$ cat config.mk
export PLATFORM = sky130hd
export DESIGN_NAME = musa_multicycle_ctrl
export DESIGN_NICKNAME = d
export VERILOG_FILES = /design/src/rtl/musa_ctrl_pkg.sv /design/src/rtl/musa_decode_rom.sv /design/src/rtl/musa_multicycle_ctrl.sv
export SDC_FILE = /design/constraint.sdc
export NUM_CORES = 1
export LEC_CHECK = 0
export BUFFER_PORTS_ARGS = -buffer_cell sky130_fd_sc_hd__buf_2
export CAP_MARGIN = 15
export CELL_PAD_IN_SITES_DETAIL_PLACEMENT = 0
export CELL_PAD_IN_SITES_GLOBAL_PLACEMENT = 1
export CORE_UTILIZATION = 30
export DETAILED_ROUTE_END_ITERATION = 12
export PLACE_DENSITY_LB_ADDON = 0.05
export SYNTH_ARGS = -nofsm -noshare
export SYNTH_HDL_FRONTEND = slang
export SYNTH_HIERARCHICAL = 1
export SYNTH_SLANG_ARGS = --single-unit
$ cat constraint.sdc
create_clock -name clk -period 1.8 [get_ports clk]
set_input_delay 0.18 -clock clk [delete_from_list [all_inputs] [get_ports clk]]
set_output_delay 0.18 -clock clk [all_outputs]
set_load 0.1 [all_outputs]
$ cat src/rtl/musa_ctrl_pkg.sv
// ============================================================================
// musa_ctrl_pkg
// Shared constants and types for the MUSA multicycle control unit: opcodes,
// ALU function codes, branch selects, stage encoding and the control word.
// Revision: 1.0
// ============================================================================
`default_nettype none

package musa_ctrl_pkg;

  // Field widths of the stored control word
  localparam int CW_FW  = 6;
  localparam int CW_BRW = 3;

  // Opcodes (team table)
  localparam logic [5:0] OP_RTYPE = 6'b000000;
  localparam logic [5:0] OP_NOP   = 6'b000001;
  localparam logic [5:0] OP_JPC   = 6'b000010;
  localparam logic [5:0] OP_CALL  = 6'b000011;
  localparam logic [5:0] OP_RET   = 6'b000100;
  localparam logic [5:0] OP_JR    = 6'b000101;
  localparam logic [5:0] OP_BRFL  = 6'b000110;
  localparam logic [5:0] OP_ADDI  = 6'b001000;
  localparam logic [5:0] OP_SUBI  = 6'b001010;
  localparam logic [5:0] OP_ANDI  = 6'b001100;
  localparam logic [5:0] OP_ORI   = 6'b001101;
  localparam logic [5:0] OP_LW    = 6'b100011;
  localparam logic [5:0] OP_SW    = 6'b101011;
  localparam logic [5:0] OP_HALT  = 6'b111000;

  // ALU function codes driven for immediate and memory classes
  localparam logic [CW_FW-1:0] FN_ADD = 6'b100000;
  localparam logic [CW_FW-1:0] FN_SUB = 6'b100010;
  localparam logic [CW_FW-1:0] FN_AND = 6'b100100;
  localparam logic [CW_FW-1:0] FN_OR  = 6'b100101;

  // PC source selects
  localparam logic [CW_BRW-1:0] BR_SEQ  = 3'b000;
  localparam logic [CW_BRW-1:0] BR_JR   = 3'b001;
  localparam logic [CW_BRW-1:0] BR_CALL = 3'b010;
  localparam logic [CW_BRW-1:0] BR_HALT = 3'b011;
  localparam logic [CW_BRW-1:0] BR_JPC  = 3'b100;

  // Stage encoding, visible on the stage output
  typedef enum logic [2:0] {
    STG_IF   = 3'd0,
    STG_ID   = 3'd1,
    STG_EX   = 3'd2,
    STG_MEM  = 3'd3,
    STG_WB   = 3'd4,
    STG_HALT = 3'd5
  } stage_e;

  // Decoded control word: datapath strobes, ALU function, PC select and
  // the instruction class bits that steer the sequencer.
  typedef struct packed {
    logic              read_reg;
    logic              write_reg;
    logic              read_data;
    logic              write_data;
    logic              immediat;
    logic              control_function;
    logic              control_alu_data;
    logic              rtrn;
    logic              pop;
    logic              push;
    logic              brfl_control;
    logic              add_pc;
    logic [CW_FW-1:0]  fnction;
    logic [CW_BRW-1:0] branch;
    logic              is_alu;
    logic              is_lw;
    logic              is_sw;
    logic              is_jmp;
    logic              is_halt;
  } ctrl_word_t;

endpackage

`default_nettype wire

$ cat src/rtl/musa_decode_rom.sv
// ============================================================================
// musa_decode_rom
// Combinational opcode decoder: maps an opcode to its control word and flags
// opcodes outside the table, which decode to the all-zero (nop) word.
// Revision: 1.0
// ============================================================================
`default_nettype none

module musa_decode_rom
  import musa_ctrl_pkg::*;
#(
  parameter int OPW = 6
) (
  input  logic [OPW-1:0] opcode_i,
  output ctrl_word_t     cw_o,
  output logic           illegal_o
);

  // Opcode lookup; anything not listed becomes a nop with the illegal flag
  always_comb begin
    cw_o      = '0;
    illegal_o = 1'b0;
    case (opcode_i)
      OPW'(OP_RTYPE): begin
        cw_o.read_reg  = 1'b1;
        cw_o.write_reg = 1'b1;
        cw_o.is_alu    = 1'b1;
      end
      OPW'(OP_ADDI), OPW'(OP_SUBI), OPW'(OP_ANDI), OPW'(OP_ORI): begin
        cw_o.read_reg         = 1'b1;
        cw_o.write_reg        = 1'b1;
        cw_o.immediat         = 1'b1;
        cw_o.control_function = 1'b1;
        cw_o.is_alu           = 1'b1;
        case (opcode_i)
          OPW'(OP_SUBI): cw_o.fnction = FN_SUB;
          OPW'(OP_ANDI): cw_o.fnction = FN_AND;
          OPW'(OP_ORI):  cw_o.fnction = FN_OR;
          default:       cw_o.fnction = FN_ADD;
        endcase
      end
      OPW'(OP_LW): begin
        cw_o.read_reg         = 1'b1;
        cw_o.write_reg        = 1'b1;
        cw_o.read_data        = 1'b1;
        cw_o.control_alu_data = 1'b1;
        cw_o.fnction          = FN_ADD;
        cw_o.is_lw            = 1'b1;
      end
      OPW'(OP_SW): begin
        cw_o.read_reg         = 1'b1;
        cw_o.write_data       = 1'b1;
        cw_o.control_alu_data = 1'b1;
        cw_o.fnction          = FN_ADD;
        cw_o.is_sw            = 1'b1;
      end
      OPW'(OP_CALL): begin
        cw_o.branch = BR_CALL;
        cw_o.push   = 1'b1;
        cw_o.is_jmp = 1'b1;
      end
      OPW'(OP_RET): begin
        // rtrn marks the return path alongside the stack pop
        cw_o.pop    = 1'b1;
        cw_o.add_pc = 1'b1;
        cw_o.rtrn   = 1'b1;
        cw_o.is_jmp = 1'b1;
      end
      OPW'(OP_JR): begin
        cw_o.branch = BR_JR;
        cw_o.is_jmp = 1'b1;
      end
      OPW'(OP_JPC): begin
        cw_o.branch   = BR_JPC;
        cw_o.immediat = 1'b1;
        cw_o.is_jmp   = 1'b1;
      end
      OPW'(OP_BRFL): begin
        cw_o.brfl_control = 1'b1;
        cw_o.is_jmp       = 1'b1;
      end
      OPW'(OP_HALT): begin
        cw_o.branch  = BR_HALT;
        cw_o.is_halt = 1'b1;
      end
      OPW'(OP_NOP): begin
        cw_o = '0;
      end
      default: begin
        illegal_o = 1'b1;
      end
    endcase
  end

endmodule

`default_nettype wire

$ cat src/rtl/musa_multicycle_ctrl.sv
// ============================================================================
// musa_multicycle_ctrl
// Multicycle stage sequencer for the MUSA core (IF/ID/EX/MEM/WB/HALT) with
// per-class instruction length, memory wait handshake and optional watchdog.
// All strobes derive from the registered stage and control word.
// Revision: 1.0
// ============================================================================
`default_nettype none

module musa_multicycle_ctrl
  import musa_ctrl_pkg::*;
#(
  parameter int OPW        = 6,
  parameter int FW         = 6,
  parameter int BRW        = 3,
  parameter int VAR_LEN    = 1,
  parameter int WAIT_LIMIT = 0
) (
  input  logic           clk,
  input  logic           rst_n,
  input  logic [OPW-1:0] opcode,
  input  logic           mem_ready,
  input  logic           resume,
  output logic           ir_load,
  output logic           read_reg,
  output logic           write_reg,
  output logic           read_data,
  output logic           write_data,
  output logic           immediat,
  output logic           control_function,
  output logic           control_alu_data,
  output logic           rtrn,
  output logic           pop,
  output logic           push,
  output logic           brfl_control,
  output logic           add_pc,
  output logic [FW-1:0]  fnction,
  output logic [BRW-1:0] branch,
  output logic           write_pc,
  output logic [2:0]     stage,
  output logic           halted,
  output logic           illegal_op,
  output logic           mem_timeout,
  output logic           instr_retired
);

  localparam logic [2:0] S_IF   = STG_IF;
  localparam logic [2:0] S_ID   = STG_ID;
  localparam logic [2:0] S_EX   = STG_EX;
  localparam logic [2:0] S_MEM  = STG_MEM;
  localparam logic [2:0] S_WB   = STG_WB;
  localparam logic [2:0] S_HALT = STG_HALT;

  logic [2:0] stage_q, stage_d;
  ctrl_word_t cw_q, cw_d;
  logic       illegal_q, illegal_d;
  ctrl_word_t w_rom_cw;
  logic       w_rom_illegal;
  logic       w_last;
  logic       w_timeout;
  logic       w_exec;

  musa_decode_rom #(
    .OPW (OPW)
  ) u_rom (
    .opcode_i  (opcode),
    .cw_o      (w_rom_cw),
    .illegal_o (w_rom_illegal)
  );

  // Watchdog on consecutive not-ready cycles while fetching or in memory
  if (WAIT_LIMIT > 0) begin : g_wdog
    localparam int CNT_W = (WAIT_LIMIT > 1) ? $clog2(WAIT_LIMIT) : 1;
    logic [CNT_W-1:0] cnt_q, cnt_d;
    logic             w_waiting;

    assign w_waiting = ((stage_q == S_IF) || (stage_q == S_MEM)) && !mem_ready;
    assign w_timeout = w_waiting && (cnt_q == CNT_W'(WAIT_LIMIT - 1));

    // Count while waiting; any ready, stage change or expiry restarts it
    always_comb begin
      cnt_d = '0;
      if (w_waiting && !w_timeout) begin
        cnt_d = cnt_q + 1'b1;
      end
    end

    // Wait counter register
    always_ff @(posedge clk or negedge rst_n) begin
      if (!rst_n) begin
        cnt_q <= '0;
      end else begin
        cnt_q <= cnt_d;
      end
    end
  end else begin : g_no_wdog
    assign w_timeout = 1'b0;
  end

  // Next stage and detection of the instruction's final cycle
  always_comb begin
    stage_d = stage_q;
    w_last  = 1'b0;
    case (stage_q)
      S_IF: begin
        if (mem_ready) begin
          stage_d = S_ID;
        end
      end
      S_ID: begin
        stage_d = S_EX;
      end
      S_EX: begin
        if (cw_q.is_halt) begin
          stage_d = S_HALT;
        end else if ((VAR_LEN == 0) || cw_q.is_lw || cw_q.is_sw) begin
          stage_d = S_MEM;
        end else if (cw_q.is_jmp || !cw_q.is_alu) begin
          // control transfers, nop and illegal opcodes retire here
          stage_d = S_IF;
          w_last  = 1'b1;
        end else begin
          stage_d = S_WB;
        end
      end
      S_MEM: begin
        // ready has priority over a watchdog expiry in the same cycle
        if (mem_ready) begin
          if ((VAR_LEN == 0) || cw_q.is_lw) begin
            stage_d = S_WB;
          end else begin
            stage_d = S_IF;
            w_last  = 1'b1;
          end
        end else if (w_timeout) begin
          stage_d = S_IF;
        end
      end
      S_WB: begin
        stage_d = S_IF;
        w_last  = 1'b1;
      end
      S_HALT: begin
        if (resume) begin
          stage_d = S_IF;
          w_last  = 1'b1;
        end
      end
      default: begin
        stage_d = S_IF;
      end
    endcase
  end

  // Control word captured leaving ID, dropped whenever the FSM returns to IF
  always_comb begin
    cw_d      = cw_q;
    illegal_d = illegal_q;
    if (stage_q == S_ID) begin
      cw_d      = w_rom_cw;
      illegal_d = w_rom_illegal;
    end else if (stage_d == S_IF) begin
      cw_d      = '0;
      illegal_d = 1'b0;
    end
  end

  // State and control word registers
  always_ff @(posedge clk or negedge rst_n) begin
    if (!rst_n) begin
      stage_q   <= S_IF;
      cw_q      <= '0;
      illegal_q <= 1'b0;
    end else begin
      stage_q   <= stage_d;
      cw_q      <= cw_d;
      illegal_q <= illegal_d;
    end
  end

  // Output gating: held strobes live in EX..WB, the rest in their own stage.
  // ir_load and mem_timeout are masked by rst_n so reset forces all zeros.
  assign w_exec           = (stage_q == S_EX) || (stage_q == S_MEM) || (stage_q == S_WB);
  assign ir_load          = rst_n && (stage_q == S_IF);
  assign read_reg         = w_exec && cw_q.read_reg;
  assign write_reg        = (stage_q == S_WB) && cw_q.write_reg;
  assign read_data        = (stage_q == S_MEM) && cw_q.read_data;
  assign write_data       = (stage_q == S_MEM) && cw_q.write_data;
  assign immediat         = w_exec && cw_q.immediat;
  assign control_function = w_exec && cw_q.control_function;
  assign control_alu_data = w_exec && cw_q.control_alu_data;
  assign rtrn             = w_exec && cw_q.rtrn;
  assign pop              = (stage_q == S_EX) && cw_q.pop;
  assign push             = (stage_q == S_EX) && cw_q.push;
  assign brfl_control     = w_exec && cw_q.brfl_control;
  assign add_pc           = w_exec && cw_q.add_pc;
  assign fnction          = w_exec ? FW'(cw_q.fnction) : '0;
  assign branch           = w_exec ? BRW'(cw_q.branch) : '0;
  assign write_pc         = w_last;
  assign instr_retired    = w_last;
  assign stage            = stage_q;
  assign halted           = (stage_q == S_HALT);
  assign illegal_op       = (stage_q == S_EX) && illegal_q;
  assign mem_timeout      = rst_n && w_timeout;

endmodule

`default_nettype wire

==> impl_metrics.ini, run 1 <==
[sta]
final.min_clock_period_ps = 1920
maxSlewViolCount = 0
max_clock_freq_mhz = 520
hold_viol = 0
hold_slack_ps = 109
max-slew-margin-rel_pct = 66.9
setup_viol = 2
worst_slack_ps = -121
min_period_over_period_pct = 107
worst_slew_pin_slew_ps = 492
clock_skew_ps = 6.30
rsz0062_at_grt = yes

[grt]
grt_pass1_vias = 1986
grt_pass1_wl_mm = 10.8
antenna_found_initial = 0
grt_max_degree = 31
grt_use_total_pct = 16.4
grt_overflow = 0

[pwr]
ir_worst_vdd_v = 0.000667
p_per_area_nw_per_um2 = 1110
p_leak_uw = 0.00129

[worst_setup_path]
critical_path_arrival_ps = 1740
critPathMaxStageDelay_ps = 400
worstPathCellList = or3_4 -> o32ai_2 -> buf_4 -> o2bb2ai_4 -> buf_12
worstPathMaxFanout = 2
reg2reg_depth = 5
worstPathRequired_ps = 1620
startpoint_type = register
end_kind = output port
crit_type = register to output port
worst_path_max_delay_cell = or3_4

[detailed_routing]
wl_met2_mm = 2.92
vias = 1914
dr.pass1.iters = 4
route.met3.wl_um = 187
highest_layer = met4
wl_met1_mm = 3.21
drtAntennaViolNets = 0
totalWireLength_mm = 6.36
drt_iter0_drc = 109
remaining_drc_errors = 0
vias_per_cell = 5.23
wl_per_cell_um = 17.4

[synth]
syn_area_um2 = 2370
synth_top_cell_by_area = dfrtp_1
ys_ff_latch = 30
ys.flop_type = dfrtp_1
ys_types = 49
yosys-top-cells-area = dfrtp_1, a41oi_2, mux2i_1, nor2b_1, buf_4
yosysSeqAreaShare_pct = 31.6
synth-edff-count = 0
synth_area_per_cell_um2 = 10.6
synthCells = 223
yosys_warnings = 6
synthArstFlopShare_pct = 100
synth_top_area_share_pct = 31.6

[place]
numPortBuffers = 38
place_congestion = 0.734
dp_hpwl_mm = 4.17

[layout]
drive_gt1_share_pct = 51.1
nets = 274
antenna_cells = 0
final_core_util_pct = 44.8
area_growth_pct = 45.1

[clock_tree]
clkSinkCount = 30
root_buffer = clkbuf_8
path_clk_slew_ps = 70
cts_max_path_buffers = 2
tritoncts = built
clock_latency_ps = 280
cts_made_buffers = 5
htree_levels = 2

[die]
ios = 40
die_width_um = 91.0
die_h_um = 91.0
rows = 32
initial_core_util_pct = 30.9
coreArea_um2 = 7690
die_area_um2 = 8270

[status]
status = finished with violations
violations = setup timing

[job]
maxCapViolations = 0

[worst_hold_path]
min_path_type = input port to register
whs_path_depth = 2
cells in the mapped netlist, types with 2 or more instances:
cell type  number
o21ai_0         3
nor4_1          2
a41oi_1         7
a41oi_2        20
buf_2          12
nor3b_2         2
nor3b_1         2
conb_1          2
dfrtp_1        30
buf_6           7
nor2b_1        21
nand2_1        10
and2_1          3
a21oi_2         2
nand3b_1        2
o32ai_1         2
nor2_1         10
and3_1          4
nand2b_1        4
a21oi_1         4
buf_4          11
nor3_1          5
o21ai_4         2
nor4_2          2
nor4b_1         3
mux2i_1        28
where the power goes:
part           internal [uW]  total (uW)  switching [uW]
registers                762         864             101
clock network            303         569             265
logic                    906        2390            1490
total                   1970        3820            1850
through the flow:
stage	cells	instance area, um^2	total power, uW	setup WS [ps]	setup TNS (ps)
3_5_place_dp	353	3290	3180	66.5	0
2_1_floorplan	224	2600	2650	-311	-2670
6_report	366	3440	3820	-121	-242
3_3_place_gp	353	3290	3200	67.0	0
5_1_grt	366	3440	4000	-163	-797
4_1_cts	365	3430	3830	-129	-566
what timing repair did:
item | CTS | global route
gates resized for setup | 2 | 4
setup endpoints to repair | 23 | 21
endpoints found under the hold margin | 30 | 0
hold buffers | 1 | 0
buffers inserted | 4 | 1
pin swaps | 3 | 1
path summary, 6_finish.rpt:
check                                     end  slack [ps]     start
worst max-delay path            instr_retired        -120   cw_q[3]
worst min-delay path                 stage[0]         110    resume
worst max register to register       cw_q[11]         140  stage[1]
worst min register to register       cw_q[10]         590  cw_q[10]
max in group asynchronous            stage[2]         980     rst_n
min in group asynchronous            stage[0]         480     rst_n
logic make-up after synthesis:
family / share of synthesized area, %
mux: 11.8
compound gates: 24.2
buf+inv: 9.65
other cells: 0.316
flops: 31.6
simple gates: 22.4
state kept, by name, summed over array words and instances (netlist names):
name and cells:
stage 3, cw_q 26, illegal_q 1
final cells by class:
cell class	count	area, um^2
fill	772	4240
inverter	2	7.51
tap	102	128
clock buffer	7	86.3
multi-input combinational	162	1600
sequential	30	762
timing repair buffer	63	862
layer usage:
metal  track usage [%]  vias to the layer above
li1                  -                      901
met1              23.8                      966
met2              25.6                       42
met3              2.60                        5
met4              3.57                        0
met5                 0                        -
worst max-delay path, delay by kind of cell, from the launching register on:
family	cells	cell delay (ps)
and+or+nand+nor	1	400
DFF	1	380
buffers and inverters	2	350
AOI/OAI and AO/OA	2	340
placed cells by master, fill, tap and decap left out, types with 4 or more instances in the layout:
cell type,synthesis,routed
clkbuf_8,0,6
nor3_1,5,5
mux2i_1,28,28
a41oi_2,20,20
buf_12,0,33
nand2_1,10,10
nor2b_1,21,4
dfrtp_1,30,27
a41oi_1,7,7
nand2b_1,4,4
nor2b_4,0,17
nor2_1,10,9
buf_2,12,12
buf_4,11,16
(Power assumes the default switching activity.)
==> run 2: changes to the inputs <==
CORE_MARGIN = 1.5   (was not set)
SETUP_SLACK_MARGIN = 0.5   (was not set)
==> impl_metrics.ini, run 2 (same netlist as run 1, synthesis figures left out) <==
[status]
status = finished with violations
violations = setup timing

[grt]
grt_pass1_vias = 2244
antenna_found_initial = 0
grt_overflow = 0
grt_use_total_pct = 19.3
grt_max_degree = 31
grt_pass1_wl_mm = 12.5

[sta]
worst_slew_pin_slew_ps = 545
hold_slack_ps = 165
max_clock_freq_mhz = 522
hold_viol = 0
rsz0062_at_grt = yes
setup_viol = 2
max-slew-margin-rel_pct = 63.4
setup_tns_ps = -232
clock_skew_ps = 5.47
min_period_over_period_pct = 106
maxSlewViolCount = 0
final.min_clock_period_ps = 1920
worst_slack_ps = -116

[worst_setup_path]
startpoint_type = register
worstPathMaxFanout = 2
worstPathRequired_ps = 1620
end_kind = output port
crit_type = register to output port
critical_path_arrival_ps = 1740

[place]
dp_hpwl_mm = 4.27
dpl_cell_area_um2 = 3370
place_congestion = 0.710
dp_cells = 355
numPortBuffers = 38

[detailed_routing]
highest_layer = met4
drt_iter0_drc = 87
wl_met2_mm = 3.87
wl_met1_mm = 3.64
vias = 2094
vias_per_cell = 5.13
remaining_drc_errors = 0
route.met3.wl_um = 183
drtAntennaViolNets = 0
wl_per_cell_um = 19.0
dr.pass1.iters = 6
totalWireLength_mm = 7.77

[layout]
nets = 315
area_growth_pct = 80.7
mostFrequentLayoutCells = buf_12, a41oi_2, dfrtp_1
final_cells = 408
max_flop_register = cw_q
fillers = 656
drive_gt1_share_pct = 65.7
postLayoutCellArea_um2 = 4290
antenna_cells = 0
largest_reg_flops = 26
mostFrequentLayoutCell = buf_12

[clock_tree]
root_buffer = clkbuf_8
tritoncts = built
path_clk_slew_ps = 70
clock_latency_ps = 280
clkSinkCount = 30
cts_max_path_buffers = 2
htree_levels = 2
cts_made_buffers = 5

[job]
maxCapViolations = 0

[die]
coreArea_um2 = 7690
ios = 40
rows = 32
die_h_um = 92.0
die_area_um2 = 8450
initial_core_util_pct = 30.9
die_width_um = 92.0

[pwr]
p_leak_uw = 0.00161
p_per_area_nw_per_um2 = 1210
ir_worst_vdd_v = 0.000647

[worst_hold_path]
min_path_type = input port to register
-- run 2: cell types whose count changed in the layout (fill, tap and decap cells not counted), sizes merged --
cell and change:
clkinvlp +1, clkinv +1, dlymetal6s2s +1, buf +40, inv -1
-- run 2: final cells by class --
cell class                 instances  area [um^2]  share of cell area, %
tap                              102          128                   2.98
clock buffer                       7         86.3                   2.01
sequential                        30          762                   17.8
multi-input combinational        162         1800                   41.9
timing repair buffer             104         1500                   35.0
clock inverter                     1         5.00                  0.117
inverter                           2         11.3                  0.263
-- run 2: what timing repair did --
action,in CTS,in global routing
setup buffers,25,11
pin swaps,26,17
endpoints found under the hold margin,30,0
setup endpoints to repair,57,59
hold buffers,1,0
gates cloned,8,0
gates resized for setup,55,22
-- run 2: worst paths after layout --
kind | from | end | slack [ps] | cells past startpoint
worst max-delay path | cw_q[3] | write_pc | -120 | 5
worst min-delay path | resume | stage[0] | 170 | 2
worst max register to register | stage[2] | cw_q[1] | 60 | 7
worst min register to register | cw_q[5] | cw_q[5] | 600 | 2
max in group asynchronous | rst_n | stage[2] | 940 | 3
min in group asynchronous | rst_n | stage[0] | 530 | 3
-- run 2: stage by stage --
| stage | utilization (%) | total power, uW | setup slack [ps] |
|---|---|---|---|
| 4_1_cts | 53.1 | 4880 | -119 |
| 2_1_floorplan | - | 2700 | -310 |
| 5_1_grt | 55.8 | 5390 | -189 |
| 6_report | 55.8 | 5180 | -116 |
| 3_5_place_dp | 43.9 | 3220 | 66.6 |
| 3_3_place_gp | 43.9 | 3220 | 77.7 |
-- run 2: where the power goes --
| group | switching [uW] | leakage [uW] | internal (uW) |
|---|---|---|---|
| sequential | 88.9 | 0.000409 | 762 |
| clock | 269 | 0.0000482 | 309 |
| combinational | 1900 | 0.00115 | 1850 |
| total | 2260 | 0.00161 | 2920 |
-- run 2: metal layers --
layer | track usage [%] | vias up
li1 | - | 992
met3 | 2.49 | 6
met2 | 32.8 | 44
met4 | 5.13 | 0
met5 | 0 | -
met1 | 25.8 | 1052
-- run 2: critical path: stages (launching register included) --
cell and delay [ps]:
dfrtp_1 380, or3_4 390, o32ai_2 200, buf_4 150, o2bb2ai_4 140, buf_12 200
==> run 3: changes to the inputs <==
ABC_AREA = 1   (was not set)
==> impl_metrics.ini, run 3 <==
[worst_hold_path]
min_to = cw_q[23]
hp-start = opcode[3]
min_path_type = input port to register
whs_path_depth = 4

[grt]
antenna_found_initial = 0
grt_pass1_wl_mm = 9.09
grt_max_degree = 31
grt_overflow = 0
grt_pass1_vias = 1920
grt_use_total_pct = 16.2

[detailed_routing]
vias = 1857
totalWireLength_mm = 5.31
wl_per_cell_um = 13.0
drt_iter0_drc = 38
vias_per_cell = 4.55
drtAntennaViolNets = 0
remaining_drc_errors = 0
dr.pass1.iters = 4

[sta]
rsz0062_at_grt = yes
maxSlewViolCount = 0
setup_viol = 0
final.min_clock_period_ps = 1790
hold_viol = 0
min_period_over_period_pct = 99.4
clock_skew_ps = 8.95
setup_tns_ps = 0
max_clock_freq_mhz = 559

[synth]
yosys_warnings = 6
yosys-top-cells-area = dfrtp_1, nand2_1, inv_1, nor2_1, nand3_1
ys_types = 25
synth_top_area_share_pct = 38.4
synthTopCellsByCount = nand2_1, inv_1, nor2_1
synth-edff-count = 0
synth_top_cell_by_area = dfrtp_1
synth.most_common_cell = nand2_1
syn_area_um2 = 1950
ys.flop_type = dfrtp_1
ys_ff_latch = 30
yosysSeqAreaShare_pct = 38.4
synthCells = 277
synth_area_per_cell_um2 = 7.05
synthArstFlopShare_pct = 100

[clock_tree]
clock_latency_ps = 290
clkSinkCount = 30
htree_levels = 2
cts_max_path_buffers = 2
tritoncts = built
path_clk_slew_ps = 70
cts_made_buffers = 5
root_buffer = clkbuf_8

[place]
dpl_cell_area_um2 = 2730
numPortBuffers = 38
dp_hpwl_mm = 3.36
place_congestion = 0.857

[status]
status = finished, final reports clean

[worst_setup_path]
crit_type = register to output port
critPathMaxStageDelay_ps = 470
regToRegStartpoint = stage[1]
worstPathCellList = inv_8 -> buf_6 -> nor3_4 -> a21oi_4 -> o311ai_4 -> buf_12
reg2reg_depth = 10
worstPathMaxFanout = 7
startpoint_type = register
worst_path_max_delay_cell = dfrtp_4
end_kind = output port
rr_endpoint = cw_q[22]
rrSetupSlack_ps = 80
worstPathRequired_ps = 1620
critical_path_arrival_ps = 1610

[pwr]
ir_worst_vdd_v = 0.00112
p_per_area_nw_per_um2 = 1180
p_leak_uw = 0.00153

[die]
die_width_um = 83.7
die_area_um2 = 7000
die_h_um = 83.7
coreArea_um2 = 6310
rows = 29
ios = 40
initial_core_util_pct = 30.9

[job]
maxCapViolations = 0

[layout]
mostFrequentLayoutCell = nand2_1
drive_gt1_share_pct = 47.1
mostFrequentLayoutCells = nand2_1, inv_1, buf_12
antenna_cells = 0
max_flop_register = cw_q
postLayoutCellArea_um2 = 3280
largest_reg_flops = 26
nets = 340
area_growth_pct = 68.1
[run 3: through the flow]
| stage | power [uW] | setup WS, ps | instances | utilization (%) | hold WS (ps) |
|---|---|---|---|---|---|
| after CTS | 3800 | 16.1 | 406 | 50.5 | 304 |
| final | 3880 | 11.0 | 408 | 52.0 | 312 |
| after global placement | 2680 | 52.9 | 380 | 43.3 | 248 |
| after detailed placement | 2680 | 62.8 | 380 | 43.3 | 247 |
| after global routing | 4090 | -64.8 | 408 | 52.0 | 332 |
| after floorplan | 2320 | -738 | 278 | - | -116 |
[run 3: worst max path at each step]
stage             start       endpoint  slack (ps)  cells after the start
2_1_floorplan  stage[1]       write_pc        -740                      5
3_3_place_gp   stage[1]       read_reg          50                      5
3_5_place_dp   stage[1]      branch[0]          60                      5
4_1_cts        stage[2]  instr_retired          20                      4
5_1_grt        stage[2]  instr_retired         -60                      6
6_report       stage[2]       write_pc          10                      6
[run 3: routing by layer]
layer | part of all wire, % | vias up | global-route usage [%] | routed length (um)
li1 | - | 950 | - | -
met1 | 45 | 860 | 20.4 | 2410
met2 | 49 | 35 | 27.2 | 2600
met3 | 3.2 | 12 | 2.97 | 171
met4 | 2.5 | 0 | 7.15 | 132
met5 | 0 | - | 0 | 0
[run 3: cell families after synthesis]
kind of cell           Yosys count  share of synthesized area, %
AO/OA/AOI/OAI                    7                          2.31
AND/OR/NAND/NOR                174                          42.5
other                            2                         0.385
buffers and inverters           64                          16.3
flip-flops                      30                          38.4
[run 3: area by class of cell]
class / instances / area, um^2
timing repair buffer: 61 / 848
tap: 77 / 96.3
multi-input combinational: 186 / 1280
clock buffer: 8 / 110
inverter: 46 / 185
sequential: 30 / 763
fill: 620 / 3030
[run 3: repair_timing]
item                                   CTS  global route
endpoints found under the hold margin   30             0
setup endpoints to repair               56            59
hold buffers                             1             0
cloned                                   2             0
setup buffers                           15             2
gates resized for setup                 47            23
pin swaps                                7            14
[run 3: where the power goes]
group / internal, uW / total, uW / switching [uW]
Clock: 386 / 659 / 273
Combinational: 805 / 2370 / 1570
Sequential: 763 / 852 / 88.3
[run 3: critical path, delay by kind of cell, from the launching register on]
kind                   cells  cell delay (ps)
AOI/OAI and AO/OA          2              200
buffers and inverters      3              410
DFF                        1              470
and+or+nand+nor            1              250
